===== src/rtl/alu_wrap_if.sv =====
// alu_wrap_if: execute-stage ALU bus.
//   a, b, imm  operands and immediate from decode (WIDTH bits)
//   opcode     5-bit instruction opcode
//   out        combinational ALU result (WIDTH bits)
//   flags      registered {N,Z} branch flags
// The master modport belongs to the decode side that drives operands.
// The slave modport belongs to the ALU front end.
interface alu_wrap_if #(
  parameter int WIDTH = 32
);
  logic [WIDTH-1:0] a;
  logic [WIDTH-1:0] b;
  logic [WIDTH-1:0] imm;
  logic [4:0]       opcode;
  logic [WIDTH-1:0] out;
  logic [1:0]       flags;

  modport master (
    output a, b, imm, opcode,
    input  out, flags
  );

  modport slave (
    input  a, b, imm, opcode,
    output out, flags
  );
endinterface


===== src/rtl/alu_wrap.sv =====
// alu_wrap: execute-stage ALU front end for the 5-bit-opcode CPU.
//   clk  system clock, rising edge
//   rst  asynchronous reset, active-high; clears flags only
//   bus  alu_wrap_if slave port with these signals:
//          a, b, imm, opcode  inputs
//          out                combinational result, with no reset value
//          flags              registered {N,Z}
// The opcode is decoded into a 3-bit ALU op and an operand-B select.
// The op drives the ALU core instance ALU.
// flags update only for the arithmetic, logic and compare opcodes.

// alu_core: purely combinational 3-bit-op ALU.
//   op  ALU operation; a, b  operands; y  result.
module alu_core #(
  parameter int WIDTH = 32
) (
  input  logic [2:0]       op,
  input  logic [WIDTH-1:0] a,
  input  logic [WIDTH-1:0] b,
  output logic [WIDTH-1:0] y
);
  always_comb begin
    y = '0;
    case (op)
      3'd0: y = a + b;
      3'd1: y = a - b;
      3'd2: y = a * b;
      // Divide by zero saturates to all ones instead of being left undefined.
      3'd3: y = (b == '0) ? '1 : a / b;
      3'd4: y = a & b;
      3'd5: y = a | b;
      3'd6: y = a ^ b;
      3'd7: y = ~a;
      default: y = '0;
    endcase
  end
endmodule

module alu_wrap #(
  parameter int WIDTH = 32
) (
  input  logic     clk,
  input  logic     rst,
  alu_wrap_if.slave bus
);
  typedef enum logic [2:0] {
    ADDA = 3'd0,
    SUBA = 3'd1,
    MULA = 3'd2,
    DIVA = 3'd3,
    ANDA = 3'd4,
    ORA  = 3'd5,
    XORA = 3'd6,
    NOTA = 3'd7
  } alu_op_e;

  localparam logic [4:0] OP_ADD   = 5'b00010;
  localparam logic [4:0] OP_ADDI  = 5'b00011;
  localparam logic [4:0] OP_SUB   = 5'b00100;
  localparam logic [4:0] OP_SUBI  = 5'b00101;
  localparam logic [4:0] OP_MUL   = 5'b00110;
  localparam logic [4:0] OP_MOVEH = 5'b00111;
  localparam logic [4:0] OP_DIV   = 5'b01000;
  localparam logic [4:0] OP_AND   = 5'b01010;
  localparam logic [4:0] OP_ANDI  = 5'b01011;
  localparam logic [4:0] OP_OR    = 5'b01100;
  localparam logic [4:0] OP_ORI   = 5'b01101;
  localparam logic [4:0] OP_NOT   = 5'b01110;
  localparam logic [4:0] OP_XOR   = 5'b10000;
  localparam logic [4:0] OP_XORI  = 5'b10001;
  localparam logic [4:0] OP_CMP   = 5'b10010;
  localparam logic [4:0] OP_ST    = 5'b11100;
  localparam logic [4:0] OP_LD    = 5'b11101;
  localparam logic [4:0] OP_MOVEL = 5'b11110;

  alu_op_e          alu_op;
  logic [WIDTH-1:0] op_a;
  logic [WIDTH-1:0] op_b;
  logic             flag_en;
  logic [WIDTH-1:0] result;

  // Decode: unlisted opcodes (CALL/RET/RETI/unused) fall through to a+0.
  // That passes a straight through and leaves the flags untouched.
  // MOVEH/MOVEL reuse the AND path with an all-ones mask to forward imm.
  always_comb begin
    alu_op  = ADDA;
    op_a    = bus.a;
    op_b    = '0;
    flag_en = 1'b0;
    case (bus.opcode)
      OP_ADD:   begin alu_op = ADDA; op_b = bus.b;   flag_en = 1'b1; end
      OP_ADDI:  begin alu_op = ADDA; op_b = bus.imm; flag_en = 1'b1; end
      OP_SUB:   begin alu_op = SUBA; op_b = bus.b;   flag_en = 1'b1; end
      OP_SUBI:  begin alu_op = SUBA; op_b = bus.imm; flag_en = 1'b1; end
      OP_MUL:   begin alu_op = MULA; op_b = bus.b;   flag_en = 1'b1; end
      OP_DIV:   begin alu_op = DIVA; op_b = bus.b;   flag_en = 1'b1; end
      OP_AND:   begin alu_op = ANDA; op_b = bus.b;   flag_en = 1'b1; end
      OP_ANDI:  begin alu_op = ANDA; op_b = bus.imm; flag_en = 1'b1; end
      OP_OR:    begin alu_op = ORA;  op_b = bus.b;   flag_en = 1'b1; end
      OP_ORI:   begin alu_op = ORA;  op_b = bus.imm; flag_en = 1'b1; end
      OP_XOR:   begin alu_op = XORA; op_b = bus.b;   flag_en = 1'b1; end
      OP_XORI:  begin alu_op = XORA; op_b = bus.imm; flag_en = 1'b1; end
      OP_NOT:   begin alu_op = NOTA; op_b = bus.b;   flag_en = 1'b1; end
      OP_CMP:   begin alu_op = SUBA; op_b = bus.b;   flag_en = 1'b1; end
      OP_LD,
      OP_ST:    begin alu_op = ADDA; op_b = bus.imm; end
      OP_MOVEH,
      OP_MOVEL: begin alu_op = ANDA; op_a = bus.imm; op_b = '1; end
      default:  begin alu_op = ADDA; op_b = '0; end
    endcase
  end

  alu_core #(
    .WIDTH(WIDTH)
  ) ALU (
    .op (alu_op),
    .a  (op_a),
    .b  (op_b),
    .y  (result)
  );

  assign bus.out = result;

  // {N,Z} flags register; holds its value for non-flag-setting opcodes.
  always_ff @(posedge clk or posedge rst) begin
    if (rst) begin
      bus.flags <= 2'b00;
    end else if (flag_en) begin
      bus.flags <= {result[WIDTH-1], (result == '0)};
    end
  end
endmodule


===== src/flat_wrapper.sv =====
// flat-port wrapper written by rule: the top's interface ports become plain ports
module alu_wrap_flat 
#(
  parameter int WIDTH = 32
)
  (clk, rst, bus_a, bus_b, bus_imm, bus_opcode, bus_out, bus_flags);
  alu_wrap_if #(.WIDTH(WIDTH)) bus_i ();
  input  logic clk;
  input  logic rst;
  input wire logic [$bits(bus_i.a)-1:0] bus_a;
  input wire logic [$bits(bus_i.b)-1:0] bus_b;
  input wire logic [$bits(bus_i.imm)-1:0] bus_imm;
  input wire logic [$bits(bus_i.opcode)-1:0] bus_opcode;
  output wire logic [$bits(bus_i.out)-1:0] bus_out;
  output wire logic [$bits(bus_i.flags)-1:0] bus_flags;
  assign bus_i.a = bus_a;
  assign bus_i.b = bus_b;
  assign bus_i.imm = bus_imm;
  assign bus_i.opcode = bus_opcode;
  assign bus_out = bus_i.out;
  assign bus_flags = bus_i.flags;
  alu_wrap #(.WIDTH(WIDTH)) u_core (.clk(clk), .rst(rst), .bus(bus_i));
endmodule

===== config.mk =====
export PLATFORM = sky130hd
export DESIGN_NAME = alu_wrap_flat
export DESIGN_NICKNAME = d
export VERILOG_FILES = /design/src/rtl/alu_wrap_if.sv /design/src/rtl/alu_wrap.sv /design/src/flat_wrapper.sv
export SDC_FILE = /design/constraint.sdc
export NUM_CORES = 2
export LEC_CHECK = 0
export ABC_AREA = 1
export CORE_ASPECT_RATIO = 0.5
export CORE_MARGIN = 2
export CORE_UTILIZATION = 31
export DETAILED_ROUTE_END_ITERATION = 8
export PLACE_DENSITY = 0.54
export RECOVER_POWER = 100
export SETUP_SLACK_MARGIN = 0.1
export SYNTH_ARGS = -nofsm -noshare
export SYNTH_HDL_FRONTEND = slang
export SYNTH_SLANG_ARGS = --single-unit

===== constraint.sdc =====
create_clock -name clk -period 161.5 [get_ports clk]
set_input_delay 32.3 -clock clk [delete_from_list [all_inputs] [get_ports clk]]
set_output_delay 32.3 -clock clk [all_outputs]
set_load 0.03 [all_outputs]

==> metrics <==
R2R setup slack 160.83 ns; first-pass GRT wire length 276,000 microns; Synth Area in Simple Gates between 20% and 30%; io pins 137; Initial DRC Count roughly 4,000; clk sink count 2; max reg flops 2; Avg WL per Cell roughly 20 microns; Worst Tran Pin Value 2.11 ns; Final Critical Period 152.31 ns; Synth Warn # 0; CP required 129.20 ns; Post-Synth XOR/XNOR Area 8.44%; # fillers 16,300; failing checks capacitance limit, slew limit; Largest Register u_core.bus.flags; fin area 53,000 sq um; multiplexer share of the synthesized area less than 1%; pin count of the biggest net entering global routing 49; most frequent cells in the layout 1,855 x nand2_1, 1,412 x inv_1, 749 x ha_1, 416 x a21oi_1, 409 x fa_1; CTS buffer count 3; kind of critical path input pin to output port; via count between 40,000 and 50,000; FF+latch area between 50 and 60 sq um; beginning of the worst hold path u_core.bus.flags[1]; post-synthesis sequential area ratio 0.107%; Antenna Nets Post-Route 0; Core Box Area 149,000 sq um; Bufs on Longest Clock Path 2; CP endpoint kind output port; worst min-delay path class register to register; Seq cells post-synth 2; Max stage delay on crit path 0.50 ns; Adder-Cell Fraction of Synth Area 37.6%; Crit path top cell by count nand2_1; period utilisation layout 94.3%; post-layout util 35.5%; cell count of the worst hold path 2; Port Buffer Count 136; arrival time of the worst setup path 120.01 ns; die area 154,000 sq um; initial cell density of the core a little under a third; DP Wirelength 147,000 microns; vias per inst 4.99; placed inst area roughly 50,000 sq um; status complete, but fails checks; reg2reg end u_core.bus.flags[1]; layout cells sized above 1 between 10% and 20%; Synth Area in Compound Gates 14.5%; layout net count 8,682; largest family of logic cells by synthesized area adder cells; Die Y 279 microns; Cells after Synth 7,187; Top FF cell, synth dfrtp_1; Startpoint Class input pin; Fin. Hold Viols 0; Final setup viols 0; Cell variety after synth 71; synthesized netlist net count ~8,500; GP Congestion 1.01; Area Overhead vs Synth 13.4%; Mapped Area 46,700 sq um; Overflow after GRT 0; initial antenna violation count 6; commonest non-fill, non-tap cell in the layout nand2_1; number of global-route vias before repair approximately 44,000; Max stage delay cell, worst path a2111oi_2; Place WS -0.117 ns; Achievable Freq 0.00657 GHz; fin. max-slew vios 35; GRT Util Overall 23.4%; synthesized area per cell 6.50 sq um; clk_skew 0 ns; hold endpoint u_core.bus.flags[1]; Post-synth EDFFs 0; Root Buffer clkbuf_16; top flop regs u_core.bus.flags: 2 flops; detailed-route DRC error count 0; Max H-tree Level 1; final wirelength 189,000 microns; First-pass DRT Iterations 5; Worst-Skew Late Latency 0.22 ns; setup ws final just over 9 ns; Worst-path clk slew 0.03 ns; relative slew slack -40.9%; Die Wd between 500 and 600 microns; final setup TNS 0 ns; worst-path maximum fanout 25; reg2reg path depth 2; footprint of the multi-input gates 40,900 sq um; RR Startpoint u_core.bus.flags[1]; Synth async-reset ratio 100%; CTS tree yes; row count 100; maxcap violations 3
[timing repair]
item,CTS,global route
endpoints found under the hold margin,0,0
resized for setup,4,240
endpoints found under the setup margin,1,4
pin swaps,0,61
hold buffers,0,0
cloned,0,17
buffers inserted,0,82
[metrics by stage]
step | hold slack, ns | cells
5_1_grt | 0.526 | 9407
4_1_cts | 0.498 | 9307
3_5_place_dp | 0.489 | 9304
2_1_floorplan | 0.659 | 7187
6_report | 0.486 | 9410
3_3_place_gp | 0.491 | 9304
[per-layer routing]
layer	up-vias	part of all wire (%)	GRT usage, %
li1	23000	-	-
met1	22200	46	33.7
met2	1529	43	36.7
met3	240	7.3	2.39
met4	2	3.7	6.74
met5	-	0.0048	0
[area by class of cell]
cell class	instances	share of cell area, %
sequential	2	0.0945
tap	1989	4.70
antenna	4	0.0189
multi-input combinational	5505	77.2
timing repair inverter	2	0.0189
inverter	1472	10.5
clock buffer	3	0.142
timing repair buffer	433	7.29
[cells by family after synthesis]
| logic type | Yosys count |
|---|---|
| AOI/OAI and AO/OA | 1175 |
| DFF | 2 |
| adders and majority gates | 1160 |
| xor gates and xnor gates | 450 |
| buffers and inverters | 1688 |
| muxes | 2 |
| and+or+nand+nor | 2710 |
[worst max-delay path: cells and delay by family]
family | cells | cell delay (ns)
adder cells (fa/ha/maj) | 31 | 9.43
AO/OA/AOI/OAI | 280 | 41.69
AND/OR/NAND/NOR | 293 | 27.72
buffers and inverters | 95 | 8.64
[synth_stat cells (12+ instances only)]
cell	n	area (sq um)
a21oi_2	14	123
nor3_1	30	150
nand2_1	1864	7000
a21o_1	28	210
inv_1	1420	5330
buf_4	32	240
nor2_1	255	957
o2111ai_1	14	123
o221ai_1	12	105
buf_6	14	158
o31ai_1	18	135
nand3_2	34	340
a221oi_1	35	307
xnor2_1	162	1420
inv_2	31	116
nor2_2	19	119
and2_1	13	81.3
clkinv_1	18	67.6
or2_2	119	744
o21bai_1	70	526
nand4_1	47	294
a211oi_1	14	105
nand2_2	37	231
fa_1	409	8190
a31oi_1	16	100
nand3_1	223	1120
o21ai_1	132	661
o21ai_0	252	1260
buf_2	27	135
o21ai_2	29	254
a21boi_0	13	97.6
o22ai_1	14	87.6
xor2_1	288	2520
nor2_4	17	191
buf_1	12	45.0
a21oi_1	483	2420
clkbuf_1	128	480
ha_1	751	9400
[worst max path at each step]
stage	from	endpoint	slack (ns)
after floorplan	bus_opcode[2]	bus_out[0]	12.25
final	bus_opcode[4]	bus_out[0]	9.19
after CTS	bus_opcode[1]	bus_out[0]	0.10
after global placement	bus_opcode[1]	bus_out[0]	1.58
after detailed placement	bus_opcode[1]	bus_out[0]	-0.12
after global routing	bus_opcode[4]	bus_out[0]	-0.86
Power is not shown: default switching activity piles up to over one toggle a cycle in this logic, so the estimate is an artifact.
